File: src/rtl/subtractor_with_tree_borrow_32_pipe.sv
// Two-stage pipelined subtractor: diff = a - b - borrow_in with borrow/zero/overflow flags.
// Each stage resolves half the word with a Kogge-Stone borrow tree; valid/ready on both sides.

module subtractor_with_tree_borrow_32_pipe_prefix #(
    parameter int unsigned W = 16
) (
    input  logic [W-1:0] a,
    input  logic [W-1:0] b,
    input  logic         borrow_in,
    output logic [W-1:0] diff,
    output logic         borrow_out
);
    localparam int unsigned LEVELS = $clog2(W + 1);

    // Position 0 of the extended vectors carries borrow_in as a generate with no propagate.
    for (genvar l = 0; l <= LEVELS; l++) begin : g_lvl
        logic [W:0] g;
        logic [W:0] p;
        if (l == 0) begin : g_base
            assign g = {~a & b, borrow_in};
            assign p = {~(a ^ b), 1'b0};
        end else begin : g_step
            localparam int unsigned D = 1 << (l - 1);
            assign g = g_lvl[l-1].g | (g_lvl[l-1].p & (g_lvl[l-1].g << D));
            assign p = g_lvl[l-1].p & (g_lvl[l-1].p << D);
        end
    end

    // Group generate at index i is the borrow into bit i.
    assign diff       = a ^ b ^ g_lvl[LEVELS].g[W-1:0];
    assign borrow_out = g_lvl[LEVELS].g[W];

    logic unused_p;
    assign unused_p = ^g_lvl[LEVELS].p;
endmodule

module subtractor_with_tree_borrow_32_pipe #(
    parameter int unsigned WIDTH    = 32,
    parameter int unsigned LO_WIDTH = WIDTH / 2
) (
    input  logic             clk,
    input  logic             rst,
    input  logic             in_valid,
    output logic             in_ready,
    input  logic [WIDTH-1:0] a,
    input  logic [WIDTH-1:0] b,
    input  logic             borrow_in,
    output logic             out_valid,
    input  logic             out_ready,
    output logic [WIDTH-1:0] diff,
    output logic             borrow_out,
    output logic             zero,
    output logic             overflow
);
    localparam int unsigned HI_WIDTH = WIDTH - LO_WIDTH;

    logic                s1_valid_q,  s1_valid_d;
    logic [LO_WIDTH-1:0] s1_lo_diff_q, s1_lo_diff_d;
    logic                s1_bm_q,     s1_bm_d;
    logic [HI_WIDTH-1:0] s1_a_hi_q,   s1_a_hi_d;
    logic [HI_WIDTH-1:0] s1_b_hi_q,   s1_b_hi_d;

    logic                out_valid_q,  out_valid_d;
    logic [WIDTH-1:0]    diff_q,       diff_d;
    logic                borrow_out_q, borrow_out_d;
    logic                zero_q,       zero_d;
    logic                overflow_q,   overflow_d;

    logic                s1_en_c;
    logic                s2_en_c;
    logic [LO_WIDTH-1:0] lo_diff_c;
    logic                lo_bout_c;
    logic [HI_WIDTH-1:0] hi_diff_c;
    logic                hi_bout_c;
    logic [WIDTH-1:0]    full_diff_c;

    // Stage 2 advances when the output is empty or being popped; stage 1 when it can hand off.
    assign s2_en_c  = !out_valid_q || out_ready;
    assign s1_en_c  = !s1_valid_q || s2_en_c;
    assign in_ready = s1_en_c;

    subtractor_with_tree_borrow_32_pipe_prefix #(.W(LO_WIDTH)) u_lo (
        .a          (a[LO_WIDTH-1:0]),
        .b          (b[LO_WIDTH-1:0]),
        .borrow_in  (borrow_in),
        .diff       (lo_diff_c),
        .borrow_out (lo_bout_c)
    );

    subtractor_with_tree_borrow_32_pipe_prefix #(.W(HI_WIDTH)) u_hi (
        .a          (s1_a_hi_q),
        .b          (s1_b_hi_q),
        .borrow_in  (s1_bm_q),
        .diff       (hi_diff_c),
        .borrow_out (hi_bout_c)
    );

    assign full_diff_c = {hi_diff_c, s1_lo_diff_q};

    always_comb begin
        s1_valid_d   = s1_valid_q;
        s1_lo_diff_d = s1_lo_diff_q;
        s1_bm_d      = s1_bm_q;
        s1_a_hi_d    = s1_a_hi_q;
        s1_b_hi_d    = s1_b_hi_q;
        out_valid_d  = out_valid_q;
        diff_d       = diff_q;
        borrow_out_d = borrow_out_q;
        zero_d       = zero_q;
        overflow_d   = overflow_q;

        // Operands are captured only on an actual transfer.
        if (s1_en_c) begin
            s1_valid_d = in_valid;
            if (in_valid) begin
                s1_lo_diff_d = lo_diff_c;
                s1_bm_d      = lo_bout_c;
                s1_a_hi_d    = a[WIDTH-1:LO_WIDTH];
                s1_b_hi_d    = b[WIDTH-1:LO_WIDTH];
            end
        end

        if (s2_en_c) begin
            out_valid_d = s1_valid_q;
            if (s1_valid_q) begin
                diff_d       = full_diff_c;
                borrow_out_d = hi_bout_c;
                zero_d       = (full_diff_c == '0);
                overflow_d   = (s1_a_hi_q[HI_WIDTH-1] != s1_b_hi_q[HI_WIDTH-1]) &&
                               (full_diff_c[WIDTH-1] != s1_a_hi_q[HI_WIDTH-1]);
            end
        end
    end

    always_ff @(posedge clk) begin
        if (rst) begin
            s1_valid_q   <= 1'b0;
            s1_lo_diff_q <= '0;
            s1_bm_q      <= 1'b0;
            s1_a_hi_q    <= '0;
            s1_b_hi_q    <= '0;
            out_valid_q  <= 1'b0;
            diff_q       <= '0;
            borrow_out_q <= 1'b0;
            zero_q       <= 1'b0;
            overflow_q   <= 1'b0;
        end else begin
            s1_valid_q   <= s1_valid_d;
            s1_lo_diff_q <= s1_lo_diff_d;
            s1_bm_q      <= s1_bm_d;
            s1_a_hi_q    <= s1_a_hi_d;
            s1_b_hi_q    <= s1_b_hi_d;
            out_valid_q  <= out_valid_d;
            diff_q       <= diff_d;
            borrow_out_q <= borrow_out_d;
            zero_q       <= zero_d;
            overflow_q   <= overflow_d;
        end
    end

    assign out_valid  = out_valid_q;
    assign diff       = diff_q;
    assign borrow_out = borrow_out_q;
    assign zero       = zero_q;
    assign overflow   = overflow_q;
endmodule

File: config.mk
export PLATFORM = sky130hd
export DESIGN_NAME = subtractor_with_tree_borrow_32_pipe
export DESIGN_NICKNAME = d
export VERILOG_FILES = /design/src/rtl/subtractor_with_tree_borrow_32_pipe.sv
export SDC_FILE = /design/constraint.sdc
export NUM_CORES = 1
export LEC_CHECK = 0
export ABC_AREA = 0
export CAP_MARGIN = 20
export CORE_UTILIZATION = 51
export DETAILED_ROUTE_END_ITERATION = 16
export PLACE_DENSITY = 0.81
export SYNTH_ARGS = -nofsm -noshare
export SYNTH_HDL_FRONTEND = slang
export SYNTH_SLANG_ARGS = --single-unit
File: constraint.sdc
create_clock -name clk -period 3.85 [get_ports clk]
set_clock_uncertainty 0.05 [all_clocks]
set_input_delay 1.155 -clock clk [delete_from_list [all_inputs] [get_ports clk]]
set_output_delay 1.155 -clock clk [all_outputs]
set_load 0.02 [all_outputs]
==> results of run 1 <==
## stage by stage
step           setup TNS [ps]  util [%]
2_1_floorplan               0         -
3_5_place_dp             -138      65.9
3_3_place_gp            -28.1      65.9
6_report                    0      67.9
5_1_grt                     0      67.9
4_1_cts                     0      67.8
## power groups by stage
stage | registers (mW) | logic, mW | clock network [mW]
2_1_floorplan | 1.03 | 0.384 | 0
3_3_place_gp | 1.01 | 0.621 | 0
3_5_place_dp | 1.01 | 0.633 | 0
4_1_cts | 0.989 | 0.636 | 0.586
5_1_grt | 0.997 | 0.698 | 0.629
6_report | 0.990 | 0.640 | 0.581
## critical path, stage by stage
cell and delay, ps:
clkdlybuf4s50_1 410, nor2b_1 290, nand2_1 130, clkdlybuf4s50_1 550
## sequential cells by signal, indices dropped and copies added, names as in the netlist
name          flops
diff             32
s1_a_hi_q        16
s1_b_hi_q        16
s1_lo_diff_q     16
borrow_out        1
out_valid         1
overflow          1
s1_bm_q           1
s1_valid_q        1
zero              1
## per-layer routing
metal	share of wire (%)	wire length, um	vias to the layer above
li1	-	-	2214
met1	52	5810	1989
met2	44	4930	120
met3	3.8	428	8
met4	0.89	100	0
met5	0	0	-
## worst paths after layout
check | endpoint | slack (ps) | depth (start not counted)
worst max-delay path | in_ready | 100 | 4
worst max register to register | zero$_SDFFE_PP0P_ | 540 | 10
worst min-delay path | diff[3]$_SDFFE_PP0P_ | 410 | 2
worst min register to register | diff[3]$_SDFFE_PP0P_ | 410 | 2
## cell families after synthesis
logic type	after synthesis	share of synthesized area [%]
XOR/XNOR	27	5.16
AO/OA/AOI/OAI	152	21.4
buffers and inverters	67	5.48
adder cells (fa/ha/maj)	34	9.60
flip-flops	86	37.5
AND/OR/NAND/NOR	221	20.4
multiplexers	2	0.437
## layout by cell type, fill, tap and decap left out, drive strengths merged, types with 11 or more instances in the layout
master	instances
a211oi	22
nand2	123
xnor2	17
buf	11
ha	32
inv	42
clkdlybuf4s50	104
nor2	54
dfxtp	86
a21o	13
a21oi	74
## area by class of cell
cell class	count	area share (%)
inverter	40	2.54
clock buffer	10	2.16
multi-input combinational	436	44.2
clock inverter	6	0.761
sequential	86	29.1
timing repair buffer	115	18.9
tap	108	2.28
==> impl_metrics.toml, run 1 <==
[critical_path]
crit_arrival_ps = 2540
worstSetupStartpoint = "out_ready"
cp.required_ps = 2640
start_kind = "input port"
critPathKind = "in -> out"
cp_max_fo = 5
timing.critical_path.to_type = "primary output"
timing.rr.start = "s1_a_hi_q[6]$_SDFFE_PP0P_"

[power]
seqPwrFrac_pct = 44.8
power.internal_mw = 1.48
fin_total_pwr_mw = 2.21
leakage_nw = 2.40
switchingPower_mw = 0.728
combPwrFrac_pct = 29.0
powerDensity_nw_per_um2 = 374
irDropWorstVdd_uv = 219
power_frac_clock_pct = 26.3
swShare_pct = 32.9

[clocking]
clkTransAtPathRegs_ps = 80
cts_tree = "done"
ctsResizeCount = 0
cts.sink_count = 86
post_cts_buffers = 0
cts_root_buffer = "clkbuf_8"
htreeDepth = 3
clk_latency_ps = 360
cts_buffers = 9
cts_hold_buf = 0
clock_path_buffers = 2

[placement]
gp_congestion = 0.861
place_hpwl_mm = 8.59
portBuffers = 105
dpl_worst_slack_ps = -111
placed_area_um2 = 5740
place_inst = 785

[logic_synthesis]
synth_area_leaders = "dfxtp_1 (38%), nand2_1 (10%), ha_1 (8.7%), a21oi_1 (8.1%), nor2_1 (4.4%)"
yosys.cell_types.count = 49
synthesis.area_um2 = 4590
synth_top_cell_by_area = "dfxtp_1"
ys_seq_elements = 86
syn_nets = 692
yosys-top-cells-count = "nand2_1 (123), dfxtp_1 (86), a21oi_1 (74)"
ys_seq_area_share_pct = 37.5
synth_top_cell_area_share_pct = 37.5
syn_inst = 589
synthArstFlopShare_pct = 0
synth-edff-count = 0
synth_most_common_cell = "nand2_1"
avgSynthCellArea_um2 = 7.79
ys.flop_type = "dfxtp_1"
yosys_warnings = 0

[detailed_routing]
avgRoutedWirePerCell_um = 14.1
drt_wl_total_mm = 11.3
num_vias = 4331
drcViolationCount = 0
ant_nets = 0
vias_per_cell = 5.41
drtPass1Iterations = 6
first_iter_violations = 174

[global_routing]
grtUsageMet3_pct = 3.40
met2_usage_pct = 36.8
grt_pass1_vias = 3922
antenna_found_initial = 0
overflow = 0
use_met1_pct = 35.1
grt_use_total_pct = 23.9
grt_max_degree = 87
top_usage_layer = "met2"
grt_pass1_wl_mm = 18.5

[status]
status = "complete, no violations"

[die]
core_um2 = 8720
fp.dieH_um = 96.8
rows = 34
io_pins = 106
dieArea_um2 = 9380
die_w_um = 96.8
start_util_pct = 52.6

[timing]
hold_violations = 0
finalSetupViolCount = 0
fin_crit_ps = 3750
tightest_slew_ps = 837
rsz0062_at_grt = "no"
clock.fmax_mhz = 267
slew_headroom_pct = 44.2
holdWs_ps = 406
final-max-slew-violation-count = 0
fin_crit_sh_pct = 97.3
finalWorstSetupSlack_ps = 104

[final_layout]
drive_gt1_share_pct = 4.76
num_antenna_cells = 0
multi_input_area_um2 = 2620
final_nets = 791
area_delta_synth_final_pct = 29.1
fill_cells = 751
stdcell_area_um2 = 5920
final_cells = 801
regArea_um2 = 1720

[flow_run]
cap_violations = 0

[hold_path]
min_from = "diff[3]$_SDFFE_PP0P_"
hold_path_class = "reg -> reg"
Note: power is estimated with default switching activity, not from simulation.
==> run 2, diff against run 1 <==
CORE_ASPECT_RATIO = 1.4   (was default)
CORE_UTILIZATION = 45   (was 51)
PLACE_DENSITY = 0.73   (was 0.81)
==> run 2 against run 1 <==
Net effect: global-route usage decreased by 1.2 points; sequential power increased by 0.4%; critical path depth unchanged; first-iteration DRC count decreased by 18%; sequential share of layout area decreased by 0.77 points; wire length increased by 1.8%; sequential cell count unchanged.
==> impl_metrics.toml, run 2 (synthesized netlist as in run 1, its figures left out) <==
[status]
status = "complete, no violations"

[critical_path]
timing.rr.start = "s1_a_hi_q[0]$_SDFFE_PP0P_"
critPathKind = "in -> out"
path_depth = 4
crit_arrival_ps = 2540
max_stage_delay_ps = 560
timing.critical_path.to_type = "primary output"
r2r_setup_slack_ps = 700
crit_path_frequent_cell = "clkdlybuf4s50_1"
crit_end = "in_ready"
start_kind = "input port"
cpLargestDelayFamily = "buffers and inverters"
cp.buffers_inverters = 2
worstSetupStartpoint = "out_ready"
r2r_cells = 9
reg2reg_to = "zero$_SDFFE_PP0P_"
cpMaxStageDelayCell = "clkdlybuf4s50_1"
path_cells = "clkdlybuf4s50_1 -> nor2b_1 -> nand2_1 -> clkdlybuf4s50_1"
cp_max_fo = 5
cp.required_ps = 2640

[final_layout]
largest_reg_flops = 32
final_cell_mix = "nand2_1 (123), clkdlybuf4s50_1 (104), dfxtp_1 (86)"
num_antenna_cells = 0
regArea_um2 = 1720
final_nets = 791
area_delta_synth_final_pct = 32.6
final_common_cell = "nand2_1"
final_util_pct = 61.4
final_cells = 828
fill_cells = 949
drive_gt1_share_pct = 4.62
multi_input_area_um2 = 2620

[clocking]
clkTransAtPathRegs_ps = 60
htreeDepth = 3
cts_buffers = 9
cts.sink_count = 86
post_cts_buffers = 0
ctsResizeCount = 0
clock_path_buffers = 2
cts_hold_buf = 0
clk_latency_ps = 330
cts_tree = "done"
cts_root_buffer = "clkbuf_16"

[timing]
clock.fmax_mhz = 267
fin_crit_ps = 3740
finalSetupViolCount = 0
rsz0062_at_grt = "no"
fin_crit_sh_pct = 97.2
finalWorstSetupSlack_ps = 106
final-max-slew-violation-count = 0
tightest_slew_ps = 855
holdWs_ps = 405
hold_violations = 0
slew_headroom_pct = 43.0

[placement]
dpl_worst_slack_ps = -36.4
gp_congestion = 0.924
place_inst = 812
portBuffers = 105
place_hpwl_mm = 8.91

[die]
start_util_pct = 46.3
dieArea_um2 = 10600
fp.dieH_um = 121
die_w_um = 87.3
rows = 43
io_pins = 106
core_um2 = 9900

[global_routing]
antenna_found_initial = 0
grt_pass1_wl_mm = 18.8
overflow = 0
grt_pass1_vias = 4089
grt_use_total_pct = 22.7
grt_max_degree = 87

[power]
powerDensity_nw_per_um2 = 411
irDropWorstVdd_uv = 221
leakage_nw = 2.46

[detailed_routing]
drtPass1Iterations = 4
vias_per_cell = 5.25
first_iter_violations = 143
num_vias = 4346
drcViolationCount = 0
drt_wl_total_mm = 11.5
ant_nets = 0
avgRoutedWirePerCell_um = 13.9

[flow_run]
cap_violations = 0

[hold_path]
hold_path_class = "reg -> reg"
==> run 2: cell types whose count changed in the layout (fill, tap and decap cells not counted), sizes merged <==
cell      change
clkinvlp      -2
clkbuf        +2
bufinv        +1
inv           -1
==> run 2: worst reg2reg max path, cell delays in order, from the launching register on <==
cell and delay (ps):
dfxtp_1 330, inv_1 100, fa_1 570, or4b_1 440
nor4_1 380, nand3_1 120, nor4_1 240, nand4_1 130
or4b_1 540, o31ai_2 190
==> run 2: cell type report <==
class	instances	share of cell area (%)
Clock buffer	12	4.05
Clock inverter	4	0.906
Inverter	40	2.47
Multi-Input combinational cell	436	43.0
Sequential cell	86	28.3
Tap cell	135	2.78
Timing Repair Buffer	115	18.4
==> run 2: power by group <==
part	total (mW)	internal, mW	leakage (nW)	switching (mW)
Clock	0.873	0.524	0.143	0.349
Combinational	0.630	0.295	1.61	0.334
Sequential	0.994	0.950	0.707	0.0434
==> run 2: worst min path at each step <==
| stage | startpoint | slack (ps) | cells after the start | to |
|---|---|---|---|---|
| floorplan | s1_a_hi_q[0]$_SDFFE_PP0P_ | 390 | 2 | s1_a_hi_q[0]$_SDFFE_PP0P_ |
| global placement | s1_a_hi_q[2]$_SDFFE_PP0P_ | 390 | 2 | s1_a_hi_q[2]$_SDFFE_PP0P_ |
| detailed placement | s1_a_hi_q[12]$_SDFFE_PP0P_ | 400 | 2 | s1_a_hi_q[12]$_SDFFE_PP0P_ |
| CTS | s1_a_hi_q[12]$_SDFFE_PP0P_ | 410 | 2 | s1_a_hi_q[12]$_SDFFE_PP0P_ |
| global route | s1_a_hi_q[12]$_SDFFE_PP0P_ | 420 | 2 | s1_a_hi_q[12]$_SDFFE_PP0P_ |
| finish | s1_a_hi_q[10]$_SDFFE_PP0P_ | 410 | 2 | s1_a_hi_q[10]$_SDFFE_PP0P_ |
==> run 2: layer usage <==
metal	up-vias	track usage (%)	wire, um
met5	-	0	0
met4	0	10.1	369
met3	21	2.86	384
met2	114	42.3	6180
met1	1991	24.9	4540
li1	2220	-	-
==> run 2: stage by stage <==
stage	power [mW]	TNS (ps)	cell area (um^2)
after CTS	2.51	0	6080
final	2.50	0	6080
after global placement	1.63	0	5780
after detailed placement	1.64	-68.9	5780
after floorplan	1.41	0	4590
after global routing	2.62	0	6080
